**src/rtl/mdu_pkg.sv**
```systemverilog
// Shared definitions for the RV32M multiply/divide sequencer: funct3 codes,
// FSM state encoding, datapath constants and operand-signedness helpers.
package mdu_pkg;

    localparam int XLEN  = 32;
    localparam int CNT_W = 6;

    localparam logic [2:0] F3_MUL    = 3'b000;
    localparam logic [2:0] F3_MULH   = 3'b001;
    localparam logic [2:0] F3_MULHSU = 3'b010;
    localparam logic [2:0] F3_MULHU  = 3'b011;
    localparam logic [2:0] F3_DIV    = 3'b100;
    localparam logic [2:0] F3_DIVU   = 3'b101;
    localparam logic [2:0] F3_REM    = 3'b110;
    localparam logic [2:0] F3_REMU   = 3'b111;

    localparam logic [1:0] S_IDLE = 2'd0;
    localparam logic [1:0] S_CALC = 2'd1;
    localparam logic [1:0] S_FIN  = 2'd2;

    localparam logic [31:0] ALL_ONES = 32'hFFFF_FFFF;
    localparam logic [31:0] INT_MIN  = 32'h8000_0000;

    // rs1 is treated as signed for MUL, MULH, MULHSU, DIV and REM
    function automatic logic a_is_signed(input logic [2:0] f3);
        case (f3)
            F3_MUL, F3_MULH, F3_MULHSU, F3_DIV, F3_REM: return 1'b1;
            default:                                    return 1'b0;
        endcase
    endfunction

    // rs2 is treated as signed for MUL, MULH, DIV and REM
    function automatic logic b_is_signed(input logic [2:0] f3);
        case (f3)
            F3_MUL, F3_MULH, F3_DIV, F3_REM: return 1'b1;
            default:                         return 1'b0;
        endcase
    endfunction

endpackage

```
**src/rtl/mdu_sign_fix.sv**
```systemverilog
// Conditional two's-complement. Used both to turn signed operands into
// magnitudes and to restore the sign of the final product/quotient/remainder.
// Negating INT_MIN yields INT_MIN again, which read as unsigned is the
// correct magnitude 2^31, so no extra bit is needed on the output.
module mdu_sign_fix #(
    parameter int W = 32
) (
    input  logic [W-1:0] val,
    input  logic         neg,
    output logic [W-1:0] res
);

    // negate when requested, otherwise pass through
    always_comb begin
        res = val;
        if (neg) begin
            res = ~val + {{(W-1){1'b0}}, 1'b1};
        end else begin
            res = val;
        end
    end

endmodule

```
**src/rtl/mdu_seq.sv**
```systemverilog
// Radix-2 multi-cycle RV32M multiply/divide sequencer (IDLE -> CALC -> FIN).
// One product/quotient bit per cycle on operand magnitudes; signs restored in FIN.
// Optional build macro MDU_FAST_ZERO_EN: zero operands short-circuit to FIN.
module mdu_seq #(
    parameter int XLEN  = 32,
    parameter int CNT_W = 6
) (
    input  logic            clk,
    input  logic            rst,
    input  logic            start,
    input  logic [2:0]      funct3,
    input  logic [XLEN-1:0] op_a,
    input  logic [XLEN-1:0] op_b,
    input  logic            flush,
    output logic            busy,
    output logic            stall,
    output logic            done,
    output logic [XLEN-1:0] result
);
    import mdu_pkg::*;

    localparam logic [CNT_W-1:0] CNT_LAST = CNT_W'(XLEN - 1);

    logic [1:0]        state_r;
    logic [CNT_W-1:0]  cnt_r;
    logic [2:0]        f3_r;
    logic [XLEN-1:0]   div_r;        // magnitude of op_b (multiplicand / divisor)
    logic [2*XLEN-1:0] acc_r;        // {hi, lo}: product, or {remainder, quotient}
    logic              neg_res_r;    // sign of product / quotient
    logic              neg_rem_r;    // sign of remainder
    logic              special_r;    // acc_r[XLEN-1:0] already holds the final value
    logic [XLEN-1:0]   result_r;

    logic              sign_a_s;
    logic              sign_b_s;
    logic [XLEN-1:0]   mag_a_s;
    logic [XLEN-1:0]   mag_b_s;
    logic              special_s;
    logic [XLEN-1:0]   special_val_s;
    logic [XLEN:0]     mul_sum_s;
    logic [2*XLEN-1:0] mul_next_s;
    logic [XLEN:0]     div_shift_s;
    logic [XLEN-1:0]   div_diff_s;
    logic              div_ge_s;
    logic [2*XLEN-1:0] div_next_s;
    logic [2*XLEN-1:0] acc_next_s;
    logic [2*XLEN-1:0] prod_s;
    logic [XLEN-1:0]   quo_s;
    logic [XLEN-1:0]   rem_s;
    logic [XLEN-1:0]   fin_val_s;

    assign sign_a_s = a_is_signed(funct3) & op_a[XLEN-1];
    assign sign_b_s = b_is_signed(funct3) & op_b[XLEN-1];

    mdu_sign_fix #(.W(XLEN)) u_mag_a (.val(op_a), .neg(sign_a_s), .res(mag_a_s));
    mdu_sign_fix #(.W(XLEN)) u_mag_b (.val(op_b), .neg(sign_b_s), .res(mag_b_s));

    mdu_sign_fix #(.W(2*XLEN)) u_fix_prod (.val(acc_r),                  .neg(neg_res_r), .res(prod_s));
    mdu_sign_fix #(.W(XLEN))   u_fix_quo  (.val(acc_r[XLEN-1:0]),        .neg(neg_res_r), .res(quo_s));
    mdu_sign_fix #(.W(XLEN))   u_fix_rem  (.val(acc_r[2*XLEN-1:XLEN]),   .neg(neg_rem_r), .res(rem_s));

    // detect operations whose result is known at issue and skip CALC
    always_comb begin
        special_s     = 1'b0;
        special_val_s = {XLEN{1'b0}};
        if (funct3[2] && (op_b == {XLEN{1'b0}})) begin
            special_s     = 1'b1;
            special_val_s = funct3[1] ? op_a : ALL_ONES;
        end else if (((funct3 == F3_DIV) || (funct3 == F3_REM)) &&
                     (op_a == INT_MIN) && (op_b == ALL_ONES)) begin
            special_s     = 1'b1;
            special_val_s = funct3[1] ? {XLEN{1'b0}} : INT_MIN;
`ifdef MDU_FAST_ZERO_EN
        end else if ((op_a == {XLEN{1'b0}}) || (op_b == {XLEN{1'b0}})) begin
            special_s     = 1'b1;
            special_val_s = {XLEN{1'b0}};
`endif
        end else begin
            special_s     = 1'b0;
            special_val_s = {XLEN{1'b0}};
        end
    end

    // one shift-add (multiply) or restoring (divide) step on the accumulator
    always_comb begin
        mul_sum_s   = {1'b0, acc_r[2*XLEN-1:XLEN]} +
                      (acc_r[0] ? {1'b0, div_r} : {(XLEN+1){1'b0}});
        mul_next_s  = {mul_sum_s, acc_r[XLEN-1:1]};
        div_shift_s = {acc_r[2*XLEN-1:XLEN], acc_r[XLEN-1]};
        div_ge_s    = (div_shift_s >= {1'b0, div_r});
        div_diff_s  = div_shift_s[XLEN-1:0] - div_r;
        div_next_s  = {(div_ge_s ? div_diff_s : div_shift_s[XLEN-1:0]),
                       acc_r[XLEN-2:0], div_ge_s};
        if (f3_r[2]) begin
            acc_next_s = div_next_s;
        end else begin
            acc_next_s = mul_next_s;
        end
    end

    // pick the signed-corrected word for the operation that just finished
    always_comb begin
        fin_val_s = {XLEN{1'b0}};
        if (special_r) begin
            fin_val_s = acc_r[XLEN-1:0];
        end else begin
            case (f3_r)
                F3_MUL:                       fin_val_s = prod_s[XLEN-1:0];
                F3_MULH, F3_MULHSU, F3_MULHU: fin_val_s = prod_s[2*XLEN-1:XLEN];
                F3_DIV, F3_DIVU:              fin_val_s = quo_s;
                F3_REM, F3_REMU:              fin_val_s = rem_s;
                default:                      fin_val_s = {XLEN{1'b0}};
            endcase
        end
    end

    assign busy   = (state_r != S_IDLE);
    assign stall  = ((state_r == S_IDLE) & start & ~flush) | (state_r == S_CALC);
    // a flush during FIN suppresses the pulse and leaves the old result visible
    assign done   = (state_r == S_FIN) & ~flush;
    assign result = done ? fin_val_s : result_r;

    // FSM, iteration counter and datapath registers
    always_ff @(posedge clk or posedge rst) begin
        if (rst) begin
            state_r   <= S_IDLE;
            cnt_r     <= {CNT_W{1'b0}};
            f3_r      <= 3'b000;
            div_r     <= {XLEN{1'b0}};
            acc_r     <= {(2*XLEN){1'b0}};
            neg_res_r <= 1'b0;
            neg_rem_r <= 1'b0;
            special_r <= 1'b0;
            result_r  <= {XLEN{1'b0}};
        end else begin
            case (state_r)
                S_IDLE: begin
                    if (start && !flush) begin
                        f3_r      <= funct3;
                        div_r     <= mag_b_s;
                        neg_res_r <= sign_a_s ^ sign_b_s;
                        neg_rem_r <= sign_a_s;
                        cnt_r     <= {CNT_W{1'b0}};
                        special_r <= special_s;
                        if (special_s) begin
                            acc_r   <= {{XLEN{1'b0}}, special_val_s};
                            state_r <= S_FIN;
                        end else begin
                            acc_r   <= {{XLEN{1'b0}}, mag_a_s};
                            state_r <= S_CALC;
                        end
                    end
                end
                S_CALC: begin
                    if (flush) begin
                        state_r <= S_IDLE;
                        cnt_r   <= {CNT_W{1'b0}};
                    end else begin
                        acc_r <= acc_next_s;
                        cnt_r <= cnt_r + {{(CNT_W-1){1'b0}}, 1'b1};
                        if (cnt_r == CNT_LAST) begin
                            state_r <= S_FIN;
                        end
                    end
                end
                S_FIN: begin
                    state_r <= S_IDLE;
                    cnt_r   <= {CNT_W{1'b0}};
                    if (!flush) begin
                        result_r <= fin_val_s;
                    end
                end
                default: begin
                    state_r <= S_IDLE;
                end
            endcase
        end
    end

endmodule

```
**config.mk**
```make
export PLATFORM = sky130hd
export DESIGN_NAME = mdu_seq
export DESIGN_NICKNAME = d
export VERILOG_FILES = /design/src/rtl/mdu_pkg.sv /design/src/rtl/mdu_sign_fix.sv /design/src/rtl/mdu_seq.sv
export SDC_FILE = /design/constraint.sdc
export NUM_CORES = 1
export LEC_CHECK = 0
export CAP_MARGIN = 0
export CORE_AREA = 4 4 184 186
export CTS_CLUSTER_DIAMETER = 40
export DETAILED_ROUTE_END_ITERATION = 16
export DIE_AREA = 0 0 188 190
export MAX_ROUTING_LAYER = met4
export PLACE_DENSITY_LB_ADDON = 0.3
export SLEW_MARGIN = 40
export SYNTH_ARGS = -nofsm -noshare
export SYNTH_HDL_FRONTEND = slang
export SYNTH_SLANG_ARGS = --single-unit
```
**constraint.sdc**
```tcl
create_clock -name clk -period 14.5 [get_ports clk]
set_clock_uncertainty 0.15 [all_clocks]
set_input_delay 2.9 -clock clk [delete_from_list [all_inputs] [get_ports clk]]
set_output_delay 2.9 -clock clk [all_outputs]
set_load 0.02 [all_outputs]
```
==> flow_metrics.env <==
export IMPL_status="finished clean"
export IMPL_synthSimpleGateAreaFrac_pct=22.9
export IMPL_mostFrequentLayoutCell="a21oi_1"
export IMPL_die_y_um=190
export IMPL_drtAntennaViolNets=0
export IMPL_rsz0062_at_grt="no"
export IMPL_dieArea_um2=35700
export IMPL_drive_gt1_share_pct=4.88
export IMPL_avgSynthCellArea_um2=7.39
export IMPL_cts_resized=0
export IMPL_required_ps=11450
export IMPL_wl_per_cell_um=22.1
export IMPL_layout_common_cells="a21oi_1 (204), nand2_1 (197), o21ai_0 (191), nor2_1 (189), dfrtp_1 (141)"
export IMPL_maxCapViolations=0
export IMPL_hold_class="flip-flop to flip-flop"
export IMPL_grt_pass1_wl_um=84200
export IMPL_setup_viol=0
export IMPL_clock_path_buffers=2
export IMPL_slew_violations=0
export IMPL_start_kind="input pin"
export IMPL_htree_levels=4
export IMPL_netlist_area_um2=14400
export IMPL_worstSkewPairLatency_ps=450
export IMPL_hpwl_um=39900
export IMPL_worst_slew_pin_slew_ps=896
export IMPL_synth_xor_area_share_pct=6.53
export IMPL_holdCritStartpoint="div_r[5]$_DFFE_PP0P_"
export IMPL_cts_sinks=142
export IMPL_cts_root_buf="clkbuf_16"
export IMPL_ys_ff_latch=142
export IMPL_syn_num_nets=2085
export IMPL_worstSetupStartpoint="flush"
export IMPL_vias=15600
export IMPL_synthArstFlopShare_pct=100
export IMPL_synth_yosys_seq_area_share_pct=24.8
export IMPL_worstPathCellList="clkdlybuf4s50_1, nor2_1, nand2_1, buf_4, clkinv_1, nand2_1, nor3_1, a221o_1, clkdlybuf4s50_1"
export IMPL_rows=66
export IMPL_synthCells=1942
export IMPL_worstPathArrival_ps=6030
export IMPL_synth_compound_area_share_pct=30.8
export IMPL_io_buffer_count=105
export IMPL_boundaryPins=106
export IMPL_pwr_density_cell_nw_per_um2=213
export IMPL_drtIter0Drc=2019
export IMPL_tritoncts="done"
export IMPL_ys_flop_type="dfrtp_1"
export IMPL_r2r_start="acc_r[32]$_DFFE_PP0P_"
export IMPL_yosysWarnings=0
export IMPL_hold_viol=0
export IMPL_power_uw=3470
export IMPL_fin_crit_ps=9080
export IMPL_tns_ps=0
export IMPL_grt_max_degree=92
export IMPL_synth_edf_count=0
export IMPL_start_util_pct=44.4
export IMPL_ir_worst_vdd_uv=114
export IMPL_place_congestion=1.03
export IMPL_p_leak_uw=0.00672
export IMPL_viasPerCell=6.43
export IMPL_first_global_vias=14700
export IMPL_gr_total_overflow=0
export IMPL_path_clk_slew_ps=60
export IMPL_core_area_um2=32300
export IMPL_numCtsBuffers=17
export IMPL_totalWireLength_um=53700
export IMPL_finalCritPeriodShare_pct=62.6
export IMPL_antenna_cells=0
export IMPL_chipWidth_um=188
export IMPL_slew_headroom_pct=40.1
export IMPL_synth_top_family_by_area="compound AO/OA/AOI/OAI gates"
export IMPL_track_usage_pct=30.1
export IMPL_crit_buf_inv=4
export IMPL_nets=2118
export IMPL_syn_to_final_growth_pct=13.6
export IMPL_max_freq_ghz=0.110
export IMPL_synthDistinctLibCells=76
export IMPL_cp_top_family="buffers and inverters"
export IMPL_worst_setup_path_type="input pin to primary output"
export IMPL_cp_max_fo=38
export IMPL_cts_hold_buffers=0
export IMPL_drc=0
export IMPL_first_pass_iters=6
export IMPL_cp_end_kind="primary output"
export IMPL_muxShareOfSynthArea_pct=3.44
export IMPL_cts_setup_buffers=0
export IMPL_cp_slowest_stage_delay_ps=710
export IMPL_slowest_stage="clkinv_1"
export IMPL_synth_adder_area_share_pct=6.38
export IMPL_antenna_found_initial=1
## area by class of cell
cell class	instances	area, µm²
Inverter	75	289
Timing Repair Buffer	130	1240
Fill cell	3183	16000
Clock buffer	17	425
Multi-Input combinational cell	1609	10100
Sequential cell	142	3550
Clock inverter	15	151
Tap cell	442	553
## worst reg2reg max path, cell delays in order (launching register included)
cell	delay, ps
dfrtp_1	670
ha_1	290
inv_1	70
fa_1	400
nand2b_1	210
a211oi_1	410
o211ai_1	250
a211oi_1	660
o31ai_1	340
a21oi_1	200
nor3b_1	60
or3_1	410
a32o_1	270
## metrics by stage
stage / area [µm²] / utilization, % / std cells / worst slack (ps) / hold WS, ps
after floorplan: 14400 / - / 1942 / 7430 / 300
after global placement: 15700 / 48.6 / 2398 / 5520 / 312
after detailed placement: 15700 / 48.6 / 2398 / 5440 / 322
after CTS: 16300 / 50.4 / 2430 / 5430 / 336
after global routing: 16300 / 50.5 / 2430 / 5160 / 360
final: 16300 / 50.5 / 2430 / 5420 / 326
## layer usage
layer	GRT usage (%)	share of wire (%)
met1	43.0	45
met5	-	0
met4	9.26	2.5
met2	44.3	44
met3	4.37	8.8
## final timing paths
| kind | endpoint | slack (ps) | depth (start not counted) |
|---|---|---|---|
| setup / recovery | result[5] | 5420 | 9 |
| hold / removal | div_r[5]$_DFFE_PP0P_ | 330 | 2 |
| setup reg to reg | acc_r[55]$_DFFE_PP0P_ | 10010 | 12 |
| hold reg to reg | div_r[5]$_DFFE_PP0P_ | 330 | 2 |
| max in group asynchronous | f3_r[2]$_DFFE_PP0P_ | 10160 | 3 |
| min in group asynchronous | acc_r[52]$_DFFE_PP0P_ | 2800 | 2 |
## synth_stat cells (40+ instances only)
cell | number | area [µm²]
a21oi_1 | 204 | 1020
nand2_1 | 199 | 747
o21ai_0 | 191 | 956
nor2_1 | 190 | 713
dfrtp_1 | 142 | 3550
clkbuf_1 | 98 | 368
inv_1 | 73 | 274
ha_1 | 70 | 876
xnor2_1 | 61 | 534
mux2i_1 | 47 | 470
xor2_1 | 46 | 403
nand3_1 | 40 | 200
## cell families after synthesis
family                   after synthesis
AND/OR/NAND/NOR                      677
adder cells (fa/ha/maj)               72
buffers and inverters                191
flip-flops                           142
multiplexers                          49
AO/OA/AOI/OAI                        704
XOR/XNOR                             107
## state kept, by name (all words and copies together), names as in the netlist
signal and cells:
special_r 1, neg_res_r 1, f3_r 3, result_r 32
cnt_r 6, state_r 2, acc_r 64, neg_rem_r 1
div_r 32
## power breakdown
group	switching [µW]	leakage [µW]	internal [µW]	total, µW
registers	284	0.00178	539	824
clock network	203	0.000280	242	445
logic	1340	0.00466	859	2200
No activity file was read; power rests on OpenSTA's default activity.
